File: config.mk
export PLATFORM = sky130hd
export DESIGN_NAME = store_buffer_flat
export DESIGN_NICKNAME = d
export VERILOG_FILES = /design/src/rtl/store_pkg.sv /design/src/rtl/store_buffer_if.sv /design/src/rtl/sb_fifo.sv /design/src/rtl/store_buffer.sv /design/src/flat_wrapper.sv
export SDC_FILE = /design/constraint.sdc
export NUM_CORES = 1
export LEC_CHECK = 0
export ABC_AREA = 1
export ABC_CLOCK_PERIOD_IN_PS = 4640
export BUFFER_PORTS_ARGS = -buffer_cell sky130_fd_sc_hd__clkbuf_2
export CAP_MARGIN = 40
export CORE_MARGIN = 8
export CORE_UTILIZATION = 60
export CTS_CLUSTER_DIAMETER = 30
export DETAILED_ROUTE_END_ITERATION = 16
export PLACE_DENSITY = 0.81
export SLEW_MARGIN = 20
export SYNTH_ARGS = -nofsm -noshare
export SYNTH_HDL_FRONTEND = slang
export SYNTH_SLANG_ARGS = --single-unit
export TNS_END_PERCENT = 1
File: constraint.sdc
create_clock -name clk -period 4.64 [get_ports clk]
set_input_delay 0.696 -clock clk [delete_from_list [all_inputs] [get_ports clk]]
set_output_delay 0.696 -clock clk [all_outputs]
set_load 0.005 [all_outputs]
File: src/rtl/store_pkg.sv
// Shared types for the store buffer: default depth, FSM states
// and the pending-store entry layout.
package store_pkg;

  localparam int SB_DEPTH = 4;

  typedef enum logic {
    IDLE = 1'b0,
    BUSY = 1'b1
  } state_t;

  typedef struct packed {
    logic [31:0] addr;
    logic [31:0] data;
  } entry_t;

endpackage

File: src/rtl/store_buffer_if.sv
// Store-stage, data-memory and forwarding signals of the store buffer.
// The slave modport is the buffer; the master is its environment.
interface store_buffer_if;

  logic        st_valid;
  logic [31:0] st_addr;
  logic [31:0] st_data;
  logic        st_ready;

  logic        mem_req;
  logic [31:0] mem_addr;
  logic [31:0] mem_wdata;
  logic        mem_ack;

  logic [31:0] ld_addr;
  logic        fwd_hit;
  logic [31:0] fwd_data;

  logic        empty;
  logic        err;

  modport slave (
    input  st_valid, st_addr, st_data,
    input  mem_ack, ld_addr,
    output st_ready, mem_req, mem_addr, mem_wdata,
    output fwd_hit, fwd_data, empty, err
  );

  modport master (
    output st_valid, st_addr, st_data,
    output mem_ack, ld_addr,
    input  st_ready, mem_req, mem_addr, mem_wdata,
    input  fwd_hit, fwd_data, empty, err
  );

endinterface

File: src/rtl/sb_fifo.sv
// Pending-store FIFO: storage, wrap-around pointers and occupancy.
// Slots are exposed so the owner can search them for forwarding.
module sb_fifo
  import store_pkg::*;
#(
  parameter int DEPTH = SB_DEPTH
) (
  input  logic                     clk,
  input  logic                     reset,
  input  logic                     push,
  input  logic                     pop,
  input  entry_t                   entry,
  output entry_t                   head,
  output entry_t [DEPTH-1:0]       slots,
  output logic [$clog2(DEPTH)-1:0] rd_ptr,
  output logic [$clog2(DEPTH):0]   count
);

  localparam int PW = $clog2(DEPTH);
  localparam int CW = PW + 1;

  logic [PW-1:0] wr_ptr;

  always_ff @(posedge clk or negedge reset) begin
    if (!reset) begin
      wr_ptr <= '0;
      rd_ptr <= '0;
      count  <= '0;
    end else begin
      if (push) wr_ptr <= wr_ptr + PW'(1);
      if (pop)  rd_ptr <= rd_ptr + PW'(1);
      count <= count + CW'(push) - CW'(pop);
    end
  end

  // Payload needs no reset: count gates every use of it.
  always_ff @(posedge clk) begin
    if (push) slots[wr_ptr] <= entry;
  end

  assign head = slots[rd_ptr];

endmodule

File: src/rtl/store_buffer.sv
// Store buffer: in-order write queue toward data memory with
// combinational youngest-match store-to-load forwarding.
module store_buffer
  import store_pkg::*;
#(
  parameter int DEPTH = SB_DEPTH
) (
  input logic           clk,
  input logic           reset,
  store_buffer_if.slave bus
);

  localparam int PW = $clog2(DEPTH);
  localparam int CW = PW + 1;

  state_t             state;
  state_t             state_nx;
  entry_t             head;
  entry_t             wr_entry;
  entry_t [DEPTH-1:0] slots;
  logic [PW-1:0]      rd_ptr;
  logic [CW-1:0]      count;
  logic               hs;
  logic               aligned;
  logic               push;
  logic               pop;
  logic               busy;
  logic               err_q;

  assign busy         = (state == BUSY);
  assign aligned      = (bus.st_addr[1:0] == 2'b00);
  assign bus.st_ready = (count != CW'(DEPTH));
  assign hs           = bus.st_valid & bus.st_ready;
  assign push         = hs & aligned;
  assign pop          = busy & bus.mem_ack;

  assign wr_entry.addr = bus.st_addr;
  assign wr_entry.data = bus.st_data;

  sb_fifo #(.DEPTH(DEPTH)) u_fifo (
    .clk    (clk),
    .reset  (reset),
    .push   (push),
    .pop    (pop),
    .entry  (wr_entry),
    .head   (head),
    .slots  (slots),
    .rd_ptr (rd_ptr),
    .count  (count)
  );

  always_ff @(posedge clk or negedge reset) begin
    if (!reset) state <= IDLE;
    else        state <= state_nx;
  end

  always_comb begin
    state_nx = state;
    unique case (state)
      IDLE: if (count != '0 || push) state_nx = BUSY;
      BUSY: if (pop && count == CW'(1) && !push) state_nx = IDLE;
      default: state_nx = IDLE;
    endcase
  end

  assign bus.mem_req   = busy;
  assign bus.mem_addr  = busy ? head.addr : '0;
  assign bus.mem_wdata = busy ? head.data : '0;
  assign bus.empty     = (count == '0) & ~busy;

  always_ff @(posedge clk or negedge reset) begin
    if (!reset)             err_q <= 1'b0;
    else if (hs & ~aligned) err_q <= 1'b1;
  end

  assign bus.err = err_q;

  // Walk oldest to youngest so the last match is the youngest.
  always_comb begin
    bus.fwd_hit  = 1'b0;
    bus.fwd_data = '0;
    for (int i = 0; i < DEPTH; i++) begin
      if (CW'(i) < count &&
          slots[rd_ptr + PW'(i)].addr[31:2] == bus.ld_addr[31:2]) begin
        bus.fwd_hit  = 1'b1;
        bus.fwd_data = slots[rd_ptr + PW'(i)].data;
      end
    end
  end

endmodule

File: src/flat_wrapper.sv
// flat-port wrapper written by rule: the top's interface ports become plain ports
module store_buffer_flat import store_pkg::*;
#(
  parameter int DEPTH = SB_DEPTH
)
  (clk, reset, bus_st_valid, bus_st_addr, bus_st_data, bus_mem_ack, bus_ld_addr, bus_st_ready, bus_mem_req, bus_mem_addr, bus_mem_wdata, bus_fwd_hit, bus_fwd_data, bus_empty, bus_err);
  store_buffer_if bus_i ();
  input logic clk;
  input logic reset;
  input wire logic [$bits(bus_i.st_valid)-1:0] bus_st_valid;
  input wire logic [$bits(bus_i.st_addr)-1:0] bus_st_addr;
  input wire logic [$bits(bus_i.st_data)-1:0] bus_st_data;
  input wire logic [$bits(bus_i.mem_ack)-1:0] bus_mem_ack;
  input wire logic [$bits(bus_i.ld_addr)-1:0] bus_ld_addr;
  output wire logic [$bits(bus_i.st_ready)-1:0] bus_st_ready;
  output wire logic [$bits(bus_i.mem_req)-1:0] bus_mem_req;
  output wire logic [$bits(bus_i.mem_addr)-1:0] bus_mem_addr;
  output wire logic [$bits(bus_i.mem_wdata)-1:0] bus_mem_wdata;
  output wire logic [$bits(bus_i.fwd_hit)-1:0] bus_fwd_hit;
  output wire logic [$bits(bus_i.fwd_data)-1:0] bus_fwd_data;
  output wire logic [$bits(bus_i.empty)-1:0] bus_empty;
  output wire logic [$bits(bus_i.err)-1:0] bus_err;
  assign bus_i.st_valid = bus_st_valid;
  assign bus_i.st_addr = bus_st_addr;
  assign bus_i.st_data = bus_st_data;
  assign bus_i.mem_ack = bus_mem_ack;
  assign bus_i.ld_addr = bus_ld_addr;
  assign bus_st_ready = bus_i.st_ready;
  assign bus_mem_req = bus_i.mem_req;
  assign bus_mem_addr = bus_i.mem_addr;
  assign bus_mem_wdata = bus_i.mem_wdata;
  assign bus_fwd_hit = bus_i.fwd_hit;
  assign bus_fwd_data = bus_i.fwd_data;
  assign bus_empty = bus_i.empty;
  assign bus_err = bus_i.err;
  store_buffer #(.DEPTH(DEPTH)) u_core (.clk(clk), .reset(reset), .bus(bus_i));
endmodule
==> qor.csv <==
metric;value;unit
Synth async-reset ratio;3.40;%
CP dominant cell by count;nand2_1;
most frequent cells in the layout;1486 x nand2_1, 351 x nand3_1, 256 x edfxtp_1;
number of CTS-inserted buffers;57;
WL per Instance;18.1;µm
Crit. End Element;output port;
final worst path period share;96.5;%
Buf/Inv on CP;4;
CP peak stage delay;610;ps
hpwl dp;41200;µm
critical path type;reg2out;
first-pass GRT wire length;95500;µm
pin count of the biggest net entering global routing;188;
worst hold path class;in2reg;
1st-pass router iterations;6;
num ports;201;
fraction of the mapped netlist area in adder cells;0.639;%
Final Hold Viols;0;
initial antenna violation count;6;
H-tree depth;2;
Critical Path Fanout Max;44;
syn_area_per_cell;6.52;µm²
setup violators final;0;
max_cap viols;0;
fmax;223;MHz
clock skew;16.5;ps
EDFF count, synth;256;
number of port buffers;198;
Worst-Skew Late Latency;590;ps
syn_nets;2991;
Startpoint Class;flip-flop;
initial drt markers;2731;
Worst Hold Margin;320;ps
Root Buffer;clkbuf_16;
Final Max Slew Viols;0;
slew at the pin closest to its max-slew limit;810;ps
dpl cells;3369;
core box area;31200;µm²
maximum clock insertion buffer count;3;
CP cell instances;clkinv_16 -> nand2_1 -> nand2_8 -> buf_12 -> nand2_1 -> nand2_1 -> nand2_1 -> nand2_1 -> nor2_1 -> nand2_1 -> nor2_1 -> nand2_1 -> nor2_4 -> buf_6 -> o21ai_0 -> nand2_1 -> clkbuf_2;
Syn-to-layout area delta;18.1;%
full die area;37300;µm²
synth unique cells;33;
design area;22200;µm²
Primary FF master, synth;edfxtp_1;
Site Rows;65;
power density over cell area;697;nW/µm²
Post-DRT Antenna Nets;0;
drt total wl;63000;µm
clock period minus final worst setup slack;4480;ps
chip width;193;µm
cell area after synthesis;18800;µm²
peak supply drop;556;µV
vias in the first global route;18649;
Post-Synth Simple-Gate Area;44.1;%
gr usage total;32.7;%
flops & latches, synth;265;
Leakage;0.0114;µW
vias per inst;5.76;
CTS tree;yes;
Routability Congestion;1.00;
Synth Area in XOR/XNOR;0.186;%
Yosys Warn Count;0;
Residual DRC;0;
final net count;3140;
mux contribution to synthesized area;0;%
worst endpoint required time;3940;ps
slew margin rel.;46.0;%
slowest library cell on the worst path;dfrtp_4;
final non-filler cell total;3487;
routed via count;20086;
die height;193;µm
commonest non-fill, non-tap cell in the layout;nand2_1;
compound-cell area share of the yosys netlist;5.03;%
status;finished clean;
register area share after synthesis;42.1;%
initial core utilization;60.2;%
Critical Path AT;3780;ps
dpl cell area;20000;µm²
CTS Sinks;265;
Synth Instances;2882;
largest family of logic cells by synthesized area;simple AND/OR/NAND/NOR gates;
total global routing overflow;0;
Reg clk slew, reported paths;50;ps
share of post-route cells with drive strength above 1;11.6;%
setup TNS;0;ps
delay-heaviest family, CP;simple AND/OR/NAND/NOR gates;
state kept, by name, indices dropped and copies added (netlist names):
register              count
u_core.u_fifo.rd_ptr      2
u_core.bus.mem_req        1
u_core.bus.err            1
u_core.u_fifo.wr_ptr      2
u_core.u_fifo.count       3
u_core.u_fifo.slots     256
final timing paths:
path / start / to / slack, ps / cells past startpoint
max in group asynchronous: reset / u_core.u_fifo.rd_ptr[1] / 3890 / 2
hold / removal: bus_st_data[31] / u_core.u_fifo.slots[223] / 320 / 1
setup / recovery: u_core.u_fifo.rd_ptr[0] / bus_fwd_data[11] / 160 / 17
hold reg to reg: u_core.bus.err / u_core.bus.err / 480 / 1
min in group asynchronous: reset / u_core.bus.err / 520 / 2
setup reg to reg: u_core.u_fifo.count[2] / u_core.u_fifo.slots[197] / 1950 / 4
layout make-up:
type | instances | area [µm²]
fill | 2524 | 9020
inverter | 200 | 779
sequential | 265 | 7920
clock inverter | 48 | 597
multi-input combinational | 2273 | 9450
tap | 402 | 503
timing repair buffer | 234 | 1510
clock buffer | 60 | 1440
antenna | 5 | 12.5
report_power, final:
group          internal (µW)  switching (µW)
logic                   2510            5830
clock network           2790            1420
registers               2800             123
total                   8110            7370
cell usage after synthesis, types with 14 or more instances:
cell type / n / share of area, %
nand3_1: 351 / 9.3
o21ai_1: 17 / 0.45
buf_2: 50 / 1.3
a21oi_1: 32 / 0.85
buf_4: 14 / 0.56
nor2_1: 210 / 4.2
edfxtp_1: 256 / 41
o21ai_0: 133 / 3.5
nand2_1: 1486 / 30
clkbuf_1: 58 / 1.2
inv_1: 195 / 3.9
logic make-up after synthesis:
group,count (synthesis)
compound gates,187
xor+xnor,4
flops,265
fa+ha+maj,9
buf+inv,344
simple gates,2073
per-stage QoR:
step / setup slack, ps / total power [µW] / util, %
2_1_floorplan: 358 / 8590 / -
3_3_place_gp: 612 / 10600 / 63.9
3_5_place_dp: 563 / 10800 / 63.9
4_1_cts: 50.5 / 15100 / 70.5
5_1_grt: -1.61 / 16600 / 71.1
6_report: 164 / 15500 / 71.1
repair_timing:
item	4_1_cts	5_1_grt
hold buffers	1	0
endpoints found under the hold margin	9	0
setup buffers	0	0
setup endpoints to repair	24	32
cloned	0	3
gates resized for setup	3	18
metal layers:
metal / track usage (%) / wire length, µm / vias up
li1: - / - / 9528
met1: 42.4 / 24600 / 9115
met2: 53.3 / 28800 / 1266
met3: 6.10 / 7560 / 171
met4: 14.1 / 1960 / 6
met5: 0 / 36 / -
No activity file was read; power rests on OpenSTA's default activity.
